[src/rtl/ddr_read_engine_pkg.sv]
// Shared definitions for the DDR read engine: beat geometry, page size,
// FSM state encoding and the clogb2 helper used across the buffer controllers.
package ddr_read_engine_pkg;

  localparam int unsigned DATA_LEN_DFLT   = 64;
  localparam int unsigned BUFFER_NUM_DFLT = 2;
  localparam int unsigned BEAT_W          = DATA_LEN_DFLT * BUFFER_NUM_DFLT;
  localparam int unsigned BEAT_BYTES      = BEAT_W / 8;
  localparam int unsigned PAGE_BYTES      = 4096;

  typedef enum logic [1:0] {
    ST_IDLE,
    ST_CALC,
    ST_ADDR,
    ST_DATA
  } state_e;

  function automatic int unsigned clogb2(input int unsigned value);
    int unsigned res;
    res = 0;
    for (int unsigned v = value - 1; v > 0; v = v >> 1) begin
      res = res + 1;
    end
    return res;
  endfunction

endpackage

[src/rtl/ddr_read_engine_if.sv]
// AXI-style read address/data channel between the read engine and the DDR port.
interface ddr_read_engine_if
  import ddr_read_engine_pkg::*;
#(
  parameter int unsigned ADDR_W = 32,
  parameter int unsigned DATA_W = BEAT_W
);

  logic [ADDR_W-1:0] m_araddr;
  logic [7:0]        m_arlen;
  logic              m_arvalid;
  logic              m_arready;
  logic [DATA_W-1:0] m_rdata;
  logic [1:0]        m_rresp;
  logic              m_rlast;
  logic              m_rvalid;
  logic              m_rready;

  modport master (
    output m_araddr, m_arlen, m_arvalid, m_rready,
    input  m_arready, m_rdata, m_rresp, m_rlast, m_rvalid
  );

  modport slave (
    input  m_araddr, m_arlen, m_arvalid, m_rready,
    output m_arready, m_rdata, m_rresp, m_rlast, m_rvalid
  );

endinterface

[src/rtl/ddr_read_engine_sync_fifo.sv]
// Single-clock FIFO with registered read data and an occupancy count.
module sync_fifo
  import ddr_read_engine_pkg::*;
#(
  parameter int unsigned WIDTH = BEAT_W,
  parameter int unsigned DEPTH = 32
) (
  input  logic                    clk,
  input  logic                    rst,
  input  logic                    push,
  input  logic [WIDTH-1:0]        din,
  input  logic                    pop,
  output logic [WIDTH-1:0]        dout,
  output logic                    empty,
  output logic [clogb2(DEPTH):0]  occupancy
);

  localparam int unsigned AW = clogb2(DEPTH);

  logic [WIDTH-1:0] mem [DEPTH];
  logic [AW:0]      wr_ptr_q, wr_ptr_d;
  logic [AW:0]      rd_ptr_q, rd_ptr_d;
  logic [WIDTH-1:0] dout_q, dout_d;
  logic             empty_q, empty_d;
  logic             pop_ok, push_ok, full;

  assign occupancy = wr_ptr_q - rd_ptr_q;
  assign full      = (occupancy == (AW+1)'(DEPTH));

  always_comb begin
    pop_ok   = pop && !empty_q;
    push_ok  = push && (!full || pop_ok);
    wr_ptr_d = push_ok ? wr_ptr_q + 1'b1 : wr_ptr_q;
    rd_ptr_d = pop_ok ? rd_ptr_q + 1'b1 : rd_ptr_q;
    dout_d   = pop_ok ? mem[rd_ptr_q[AW-1:0]] : dout_q;
    empty_d  = (wr_ptr_d == rd_ptr_d);
  end

  always_ff @(posedge clk) begin
    if (push_ok) begin
      mem[wr_ptr_q[AW-1:0]] <= din;
    end
  end

  always_ff @(posedge clk or posedge rst) begin
    if (rst) begin
      wr_ptr_q <= '0;
      rd_ptr_q <= '0;
      dout_q   <= '0;
      empty_q  <= 1'b1;
    end else begin
      wr_ptr_q <= wr_ptr_d;
      rd_ptr_q <= rd_ptr_d;
      dout_q   <= dout_d;
      empty_q  <= empty_d;
    end
  end

  assign dout  = dout_q;
  assign empty = empty_q;

endmodule

[src/rtl/ddr_read_engine.sv]
// Splits a (start address, byte length) transfer into page-safe read bursts
// and buffers the returned beats for the bias FIFO controller.
module ddr_read_engine
  import ddr_read_engine_pkg::*;
#(
  parameter int unsigned DDR_ADDR_LEN = 32,
  parameter int unsigned SINGLE_LEN   = 24,
  parameter int unsigned DATA_LEN     = 64,
  parameter int unsigned BUFFER_NUM   = 2,
  parameter int unsigned MAX_BURST    = 16,
  parameter int unsigned FIFO_DEPTH   = 32
) (
  input  logic                           clk,
  input  logic                           rst,
  input  logic                           ddr_conf,
  input  logic [DDR_ADDR_LEN-1:0]        ddr_st_addr,
  input  logic [SINGLE_LEN-1:0]          ddr_len,
  ddr_read_engine_if.master              m_axi,
  output logic                           ddr_fifo_empty,
  input  logic                           ddr_fifo_req,
  output logic [DATA_LEN*BUFFER_NUM-1:0] ddr_fifo_data,
  output logic                           busy,
  output logic                           err
);

  localparam int unsigned W     = DATA_LEN * BUFFER_NUM;
  localparam int unsigned B     = W / 8;
  localparam int unsigned LOG2B = clogb2(B);
  localparam int unsigned REM_W = SINGLE_LEN + 1 - LOG2B;
  localparam int unsigned OCC_W = clogb2(FIFO_DEPTH) + 1;

  state_e                  state_q, state_d;
  logic [DDR_ADDR_LEN-1:0] addr_q, addr_d;
  logic [REM_W-1:0]        rem_q, rem_d;
  logic [DDR_ADDR_LEN-1:0] araddr_q, araddr_d;
  logic [7:0]              arlen_q, arlen_d;
  logic                    arvalid_q, arvalid_d;
  logic                    rready_q, rready_d;
  logic                    busy_q, busy_d;
  logic                    err_q, err_d;

  logic [SINGLE_LEN:0]     len_round;
  logic [REM_W-1:0]        conf_beats;
  logic [DDR_ADDR_LEN-1:0] conf_addr;
  logic [12:0]             page_left;
  logic [31:0]             burst_n;
  logic [31:0]             free_n;
  logic [8:0]              burst_beats;
  logic [OCC_W-1:0]        occupancy;
  logic                    fifo_push;

  assign len_round   = {1'b0, ddr_len} + (SINGLE_LEN+1)'(B - 1);
  assign conf_beats  = REM_W'(len_round >> LOG2B);
  assign conf_addr   = ddr_st_addr & ~DDR_ADDR_LEN'(B - 1);
  // Beats left before the next 4 KiB boundary; 256 at a page start.
  assign page_left   = (13'(PAGE_BYTES) - {1'b0, addr_q[11:0]}) >> LOG2B;
  assign free_n      = 32'(FIFO_DEPTH) - 32'(occupancy);
  assign burst_beats = {1'b0, arlen_q} + 9'd1;

  always_comb begin
    burst_n = MAX_BURST;
    if (32'(rem_q) < burst_n) begin
      burst_n = 32'(rem_q);
    end
    if (32'(page_left) < burst_n) begin
      burst_n = 32'(page_left);
    end
  end

  always_comb begin
    state_d   = state_q;
    addr_d    = addr_q;
    rem_d     = rem_q;
    araddr_d  = araddr_q;
    arlen_d   = arlen_q;
    arvalid_d = arvalid_q;
    rready_d  = rready_q;
    busy_d    = busy_q;
    err_d     = err_q;
    fifo_push = 1'b0;

    unique case (state_q)
      ST_IDLE: begin
        if (ddr_conf) begin
          err_d = 1'b0;
          if (conf_beats != '0) begin
            addr_d  = conf_addr;
            rem_d   = conf_beats;
            busy_d  = 1'b1;
            state_d = ST_CALC;
          end
        end
      end
      ST_CALC: begin
        // Only issue when every beat of the burst already has a slot.
        if (free_n >= burst_n) begin
          araddr_d  = addr_q;
          arlen_d   = 8'(burst_n - 32'd1);
          arvalid_d = 1'b1;
          state_d   = ST_ADDR;
        end
      end
      ST_ADDR: begin
        if (m_axi.m_arready) begin
          arvalid_d = 1'b0;
          rready_d  = 1'b1;
          state_d   = ST_DATA;
        end
      end
      ST_DATA: begin
        if (m_axi.m_rvalid && rready_q) begin
          fifo_push = 1'b1;
          if (m_axi.m_rresp != 2'b00) begin
            err_d = 1'b1;
          end
          if (m_axi.m_rlast) begin
            rready_d = 1'b0;
            addr_d   = addr_q + (DDR_ADDR_LEN'(burst_beats) << LOG2B);
            rem_d    = rem_q - REM_W'(burst_beats);
            if (rem_q == REM_W'(burst_beats)) begin
              busy_d  = 1'b0;
              state_d = ST_IDLE;
            end else begin
              state_d = ST_CALC;
            end
          end
        end
      end
      default: begin
        state_d = ST_IDLE;
      end
    endcase
  end

  always_ff @(posedge clk or posedge rst) begin
    if (rst) begin
      state_q   <= ST_IDLE;
      addr_q    <= '0;
      rem_q     <= '0;
      araddr_q  <= '0;
      arlen_q   <= '0;
      arvalid_q <= 1'b0;
      rready_q  <= 1'b0;
      busy_q    <= 1'b0;
      err_q     <= 1'b0;
    end else begin
      state_q   <= state_d;
      addr_q    <= addr_d;
      rem_q     <= rem_d;
      araddr_q  <= araddr_d;
      arlen_q   <= arlen_d;
      arvalid_q <= arvalid_d;
      rready_q  <= rready_d;
      busy_q    <= busy_d;
      err_q     <= err_d;
    end
  end

  sync_fifo #(
    .WIDTH (W),
    .DEPTH (FIFO_DEPTH)
  ) u_fifo (
    .clk       (clk),
    .rst       (rst),
    .push      (fifo_push),
    .din       (m_axi.m_rdata),
    .pop       (ddr_fifo_req),
    .dout      (ddr_fifo_data),
    .empty     (ddr_fifo_empty),
    .occupancy (occupancy)
  );

  assign m_axi.m_araddr  = araddr_q;
  assign m_axi.m_arlen   = arlen_q;
  assign m_axi.m_arvalid = arvalid_q;
  assign m_axi.m_rready  = rready_q;
  assign busy            = busy_q;
  assign err             = err_q;

endmodule

[src/flat_wrapper.sv]
// flat-port wrapper written by rule: the top's interface ports become plain ports
module ddr_read_engine_flat import ddr_read_engine_pkg::*;
#(
  parameter int unsigned DDR_ADDR_LEN = 32,
  parameter int unsigned SINGLE_LEN   = 24,
  parameter int unsigned DATA_LEN     = 64,
  parameter int unsigned BUFFER_NUM   = 2,
  parameter int unsigned MAX_BURST    = 16,
  parameter int unsigned FIFO_DEPTH   = 32
)
  (clk, rst, ddr_conf, ddr_st_addr, ddr_len, ddr_fifo_empty, ddr_fifo_req, ddr_fifo_data, busy, err, m_axi_m_araddr, m_axi_m_arlen, m_axi_m_arvalid, m_axi_m_rready, m_axi_m_arready, m_axi_m_rdata, m_axi_m_rresp, m_axi_m_rlast, m_axi_m_rvalid);
  ddr_read_engine_if #(.ADDR_W(32), .DATA_W(128)) m_axi_i ();
  input  logic clk;
  input  logic rst;
  input  logic ddr_conf;
  input  logic [DDR_ADDR_LEN-1:0] ddr_st_addr;
  input  logic [SINGLE_LEN-1:0] ddr_len;
  output logic ddr_fifo_empty;
  input  logic ddr_fifo_req;
  output logic [DATA_LEN*BUFFER_NUM-1:0] ddr_fifo_data;
  output logic busy;
  output logic err;
  output wire logic [$bits(m_axi_i.m_araddr)-1:0] m_axi_m_araddr;
  output wire logic [$bits(m_axi_i.m_arlen)-1:0] m_axi_m_arlen;
  output wire logic [$bits(m_axi_i.m_arvalid)-1:0] m_axi_m_arvalid;
  output wire logic [$bits(m_axi_i.m_rready)-1:0] m_axi_m_rready;
  input wire logic [$bits(m_axi_i.m_arready)-1:0] m_axi_m_arready;
  input wire logic [$bits(m_axi_i.m_rdata)-1:0] m_axi_m_rdata;
  input wire logic [$bits(m_axi_i.m_rresp)-1:0] m_axi_m_rresp;
  input wire logic [$bits(m_axi_i.m_rlast)-1:0] m_axi_m_rlast;
  input wire logic [$bits(m_axi_i.m_rvalid)-1:0] m_axi_m_rvalid;
  assign m_axi_m_araddr = m_axi_i.m_araddr;
  assign m_axi_m_arlen = m_axi_i.m_arlen;
  assign m_axi_m_arvalid = m_axi_i.m_arvalid;
  assign m_axi_m_rready = m_axi_i.m_rready;
  assign m_axi_i.m_arready = m_axi_m_arready;
  assign m_axi_i.m_rdata = m_axi_m_rdata;
  assign m_axi_i.m_rresp = m_axi_m_rresp;
  assign m_axi_i.m_rlast = m_axi_m_rlast;
  assign m_axi_i.m_rvalid = m_axi_m_rvalid;
  ddr_read_engine #(.DDR_ADDR_LEN(DDR_ADDR_LEN), .SINGLE_LEN(SINGLE_LEN), .DATA_LEN(DATA_LEN), .BUFFER_NUM(BUFFER_NUM), .MAX_BURST(MAX_BURST), .FIFO_DEPTH(FIFO_DEPTH)) u_core (.clk(clk), .rst(rst), .ddr_conf(ddr_conf), .ddr_st_addr(ddr_st_addr), .ddr_len(ddr_len), .m_axi(m_axi_i), .ddr_fifo_empty(ddr_fifo_empty), .ddr_fifo_req(ddr_fifo_req), .ddr_fifo_data(ddr_fifo_data), .busy(busy), .err(err));
endmodule
[config.mk]
export PLATFORM = sky130hd
export DESIGN_NAME = ddr_read_engine_flat
export DESIGN_NICKNAME = d
export VERILOG_FILES = /design/src/rtl/ddr_read_engine_pkg.sv /design/src/rtl/ddr_read_engine_if.sv /design/src/rtl/ddr_read_engine_sync_fifo.sv /design/src/rtl/ddr_read_engine.sv /design/src/flat_wrapper.sv
export SDC_FILE = /design/constraint.sdc
export NUM_CORES = 2
export LEC_CHECK = 0
export ABC_CLOCK_PERIOD_IN_PS = 19170
export CAP_MARGIN = 10
export CORE_ASPECT_RATIO = 1.1
export CORE_MARGIN = 4
export CORE_UTILIZATION = 65
export CTS_CLUSTER_SIZE = 16
export DETAILED_ROUTE_END_ITERATION = 7
export PLACE_DENSITY = 0.83
export SYNTH_ARGS = -nofsm -noshare
export SYNTH_HDL_FRONTEND = slang
export SYNTH_HIERARCHICAL = 1
export SYNTH_SLANG_ARGS = --single-unit
[constraint.sdc]
create_clock -name clk -period 19.17 [get_ports clk]
set_input_delay 3.834 -clock clk [delete_from_list [all_inputs] [get_ports clk]]
set_output_delay 3.834 -clock clk [all_outputs]
set_load 0.005 [all_outputs]
==> Implementation_results.wiki <==
{| class="wikitable"
! Metric !! Value
|-
| Placeable core region || 256,400 sq um
|-
| Final nets || 8,437
|-
| Final wirelength || 517,400 um
|-
| Post-detailed-route wirelength per cell || 43.12 um
|-
| Lkg Pwr || 60.23 nW
|-
| Signal arrival time at the worst endpoint || 9.54 ns
|-
| Setup TNS || 0 ns
|-
| Area share of the leading cell type in the synthesized netlist || 73.44%
|-
| Post-route setup slack || 10.16 ns
|-
| Number of distinct library cells after synthesis || 82
|-
| Biggest area contributors in the synthesized netlist || edfxtp_1 (73%), mux4_2 (15%), dfrtp_1 (3.5%), mux2i_1 (1.4%), nand2_1 (0.85%)
|-
| Placed cells || 11,216
|-
| Final setup vio count || 0
|-
| Setup repair after global routing missed its margin || no
|-
| Count of H-tree levels built during CTS || 5
|-
| Crit Reg-Reg Endpoint || u_core/u_fifo/mem[31][124]
|-
| Vias post-DR || 92,497
|-
| Number of cells on the worst reg-to-reg path || 13
|-
| Slowest Stage Delay on Critical Path || 0.95 ns
|-
| Crit Reg-Reg Startpoint || u_core/u_fifo/rd_ptr_q[1]
|-
| Peak supply drop || 178.5 uV
|-
| Worst path cell trace || clkdlybuf4s50_1, nor2b_4, nor4_1, a31oi_4, nand2_1, nor2_4, buf_4, buf_4, buf_4
|-
| Setup crit end kind || flip-flop
|-
| Maximum number of pins on one net before global-route repair || 151
|-
| Inserted Clock Buffers || 401
|-
| Number of synthesized register bits || 4,328
|-
| Relative slew slack || 14.25%
|-
| Result of the run || finished, final reports clean
|-
| Proportion of synthesized area in mux cells || 16.63%
|-
| Synthesized instance count || 7,653
|-
| Class of the worst hold path || reg2reg
|-
| Min-Delay Endpoint || u_core/u_fifo/dout[54]
|-
| Multi-input gate area || 37,000 sq um
|-
| Actual slew at the worst max-slew pin || 1.286 ns
|-
| Kind of critical path || in2reg
|-
| Commonest register cell after synthesis || edfxtp_1
|-
| Power density relative to cell area || 148.9 nW/um^2
|-
| All-layer global routing usage || 39.22%
|-
| Standard cell with the maximum stage delay on the critical path || buf_4
|-
| Cell seen most often among critical-path stages || buf_4
|-
| Total number of clock tree sinks || 4,328
|-
| Starting utilization of the core area || 65.32%
|-
| Worst Clk Skew || 0.05583 ns
|-
| Maximum fanout along the worst path || 41
|-
| Post-route minimum period || 9.012 ns
|-
| Synth cell count leaders || edfxtp_1 (4,096), mux4_2 (1,118), nand2_1 (380)
|-
| Number of synthesis warnings || 6
|-
| Detailed Place HPWL || 225,700 um
|-
| Gr ovfl total || 0
|-
| Async set-reset flop share out of synthesis || 5.360%
|-
| Placed cell areas || 175,300 sq um
|-
| Number of buffers between clock root and the deepest sink || 4
|-
| Wire length of the first global-routing pass || 730,200 um
|-
| Die boundary width || 492.0 um
|-
| Xor-xnor portion of the synthesized cell area || 0.3929%
|-
| Share of the yosys chip area belonging to registers || 76.90%
|-
| Fraction of layout cells with a size suffix above 1 || 23.14%
|-
| Achievable Freq || 0.1110 GHz
|-
| Dominant combinational cell family by area after synthesis || multiplexers
|-
| Complex-gate fraction of the synthesized area || 2.504%
|-
| Hold path startpoint || u_core/u_fifo/dout[54]
|-
| Number of filler instances in the final layout || 12,273
|-
| Number of cells on the worst hold path || 2
|-
| Cell type contributing the most total cell area after synthesis || edfxtp_1
|-
| Setup slack after placement || 9.667 ns
|-
| Pins Over Slew Limit || 0
|-
| Number of global-route vias before repair || 94,907
|-
| ANT nets after route || 0
|-
| Clock latency on the worst-skew pair || 0.93 ns
|-
| Flop2flop setup slack || 10.40 ns
|-
| Antenna violations before repair || 56
|-
| Final-report hold violation count || 0
|-
| CTS-repair resized insts || 0
|-
| Critical Path RT || 19.70 ns
|-
| Post-route cell area || 188,800 sq um
|-
| Max-capacitance violation count || 0
|-
| Adder-cell area share of the yosys netlist || 0.5214%
|-
| Die ar. || 265,900 sq um
|-
| Post-CTS setup repair buffer count || 0
|-
| Clock tree from TritonCTS || yes
|-
| Post-DR vias/cell || 7.709
|-
| Top-count cell post-synth || edfxtp_1
|-
| Number of standard cells in the layout, taps in and fillers out || 11,998
|-
| Simple logic cell fraction of the synthesized area || 1.829%
|-
| Number of enable-type register cells in the synthesized netlist || 4,096
|-
| Synth-to-layout area growth || 12.75%
|-
| Synth Area per Inst || 21.89 sq um
|-
| Area of the mapped netlist || 167,500 sq um
|-
| Site row count || 195
|-
| Startpoint kind of the worst setup timing path || input port
|-
| Clock slew at the register clock pins of the worst setup and hold paths || 0.07 ns
|-
| Clk root buf || clkbuf_16
|-
| Detailed-router iteration count before antenna repair || 8
|-
| Detailed Route Iter0 Violations || 18,036
|-
| Final Cycle Share || 47.01%
|-
| PortBufs || 357
|-
| Y dimension of the die || 540.4 um
|-
| Flip-flop and latch area || 128,800 sq um
|-
| DRC violation count after routing || 0
|-
| Cts-stage hold buffer count || 0
|-
| Placer's final routability congestion estimate || 0.8745
|-
| Number of primary I/O pins || 366
|}
[metal layers]
layer,vias up,track usage (%),part of all wire [%]
li1,33234,-,-
met4,40,24.36,7.6
met2,10181,61.26,48
met1,46742,49.83,30
met5,-,0,0.047
met3,2300,10.58,15
[critical path: cells and delay by family]
family                 cells  cell delay (ns)
AOI/OAI and AO/OA          1             0.40
and+or+nand+nor            4             1.90
buffers and inverters      4             3.28
[power by group]
part           internal [W]  switching (W)
Sequential           0.0108       0.000484
Clock               0.00469        0.00373
Combinational       0.00374        0.00467
[how the worst max path moves through the flow]
stage,start,end,slack (ns),cells past startpoint
2_1_floorplan,ddr_fifo_req,u_core/u_fifo/mem[23][0],8.38,6
3_3_place_gp,ddr_fifo_req,u_core/u_fifo/mem[31][124],9.70,9
3_5_place_dp,ddr_fifo_req,u_core/u_fifo/mem[31][124],9.67,9
4_1_cts,ddr_fifo_req,u_core/u_fifo/mem[31][124],10.46,9
5_1_grt,ddr_fifo_req,u_core/u_fifo/mem[31][124],10.26,9
6_report,ddr_fifo_req,u_core/u_fifo/mem[31][124],10.16,9
[layout make-up]
type / count / share of cell area [%]
antenna: 38 / 0.05036
tap: 3447 / 2.284
clock inverter: 226 / 1.378
timing repair buffer: 520 / 2.650
inverter: 48 / 0.1120
clock buffer: 514 / 5.711
sequential: 4328 / 68.22
multi-input combinational: 2877 / 19.59
[cell usage in the layout, fill, tap and decap left out, types with 19 or more instances in the layout]
| cell type | instances |
|---|---|
| clkbuf_16 | 406 |
| a311oi_1 | 36 |
| clkinvlp_4 | 26 |
| xnor2_1 | 44 |
| mux2_2 | 33 |
| o221ai_1 | 96 |
| a21oi_1 | 149 |
| clkdlybuf4s50_1 | 355 |
| dfrtp_1 | 226 |
| a31oi_1 | 76 |
| o22ai_1 | 46 |
| nor2_1 | 128 |
| nor4_1 | 20 |
| inv_1 | 43 |
| nor2_4 | 32 |
| mux4_2 | 1118 |
| nor3_1 | 20 |
| o21ai_0 | 112 |
| clkinv_2 | 56 |
| bufinv_16 | 51 |
| buf_4 | 146 |
| clkinv_1 | 64 |
| nand2_1 | 378 |
| nand3_1 | 29 |
| clkbuf_1 | 86 |
| clkbuf_8 | 22 |
| conb_1 | 19 |
| ha_1 | 64 |
| mux2i_1 | 229 |
| xor2_1 | 28 |
| diode_2 | 38 |
| edfxtp_1 | 4096 |
[sequential cells by signal, summed over array words and instances, names as in the netlist]
| register | count |
|---|---|
| u_core/u_fifo/mem | 4096 |
| u_core/u_fifo/dout | 128 |
| u_core/addr_q | 28 |
| u_core/m_axi.m_araddr | 28 |
| u_core/rem_q | 21 |
| u_core/m_axi.m_arlen | 8 |
| u_core/u_fifo/rd_ptr_q | 6 |
| u_core/u_fifo/wr_ptr_q | 6 |
| u_core/state_q | 2 |
| u_core/busy | 1 |
| u_core/err | 1 |
| u_core/m_axi.m_arvalid | 1 |
| u_core/m_axi.m_rready | 1 |
| u_core/u_fifo/empty | 1 |
[cell families after synthesis]
kind of cell,count (synthesis)
AO/OA/AOI/OAI,630
XOR/XNOR,73
adder cells (fa/ha/maj),68
buffers and inverters,465
flip-flops,4328
multiplexers,1381
other,2
AND/OR/NAND/NOR,706
[metrics by stage]
step / total power, W / utilization, % / hold slack (ns)
final: 0.02812 / 73.64 / 0.4827
after global routing: 0.02890 / 73.63 / 0.5174
after global placement: 0.01900 / 68.35 / 0.4620
after CTS: 0.02797 / 73.58 / 0.4843
after floorplan: 0.01680 / - / 0.4693
after detailed placement: 0.01930 / 68.35 / 0.4696
No activity file was read; power rests on OpenSTA's default activity.
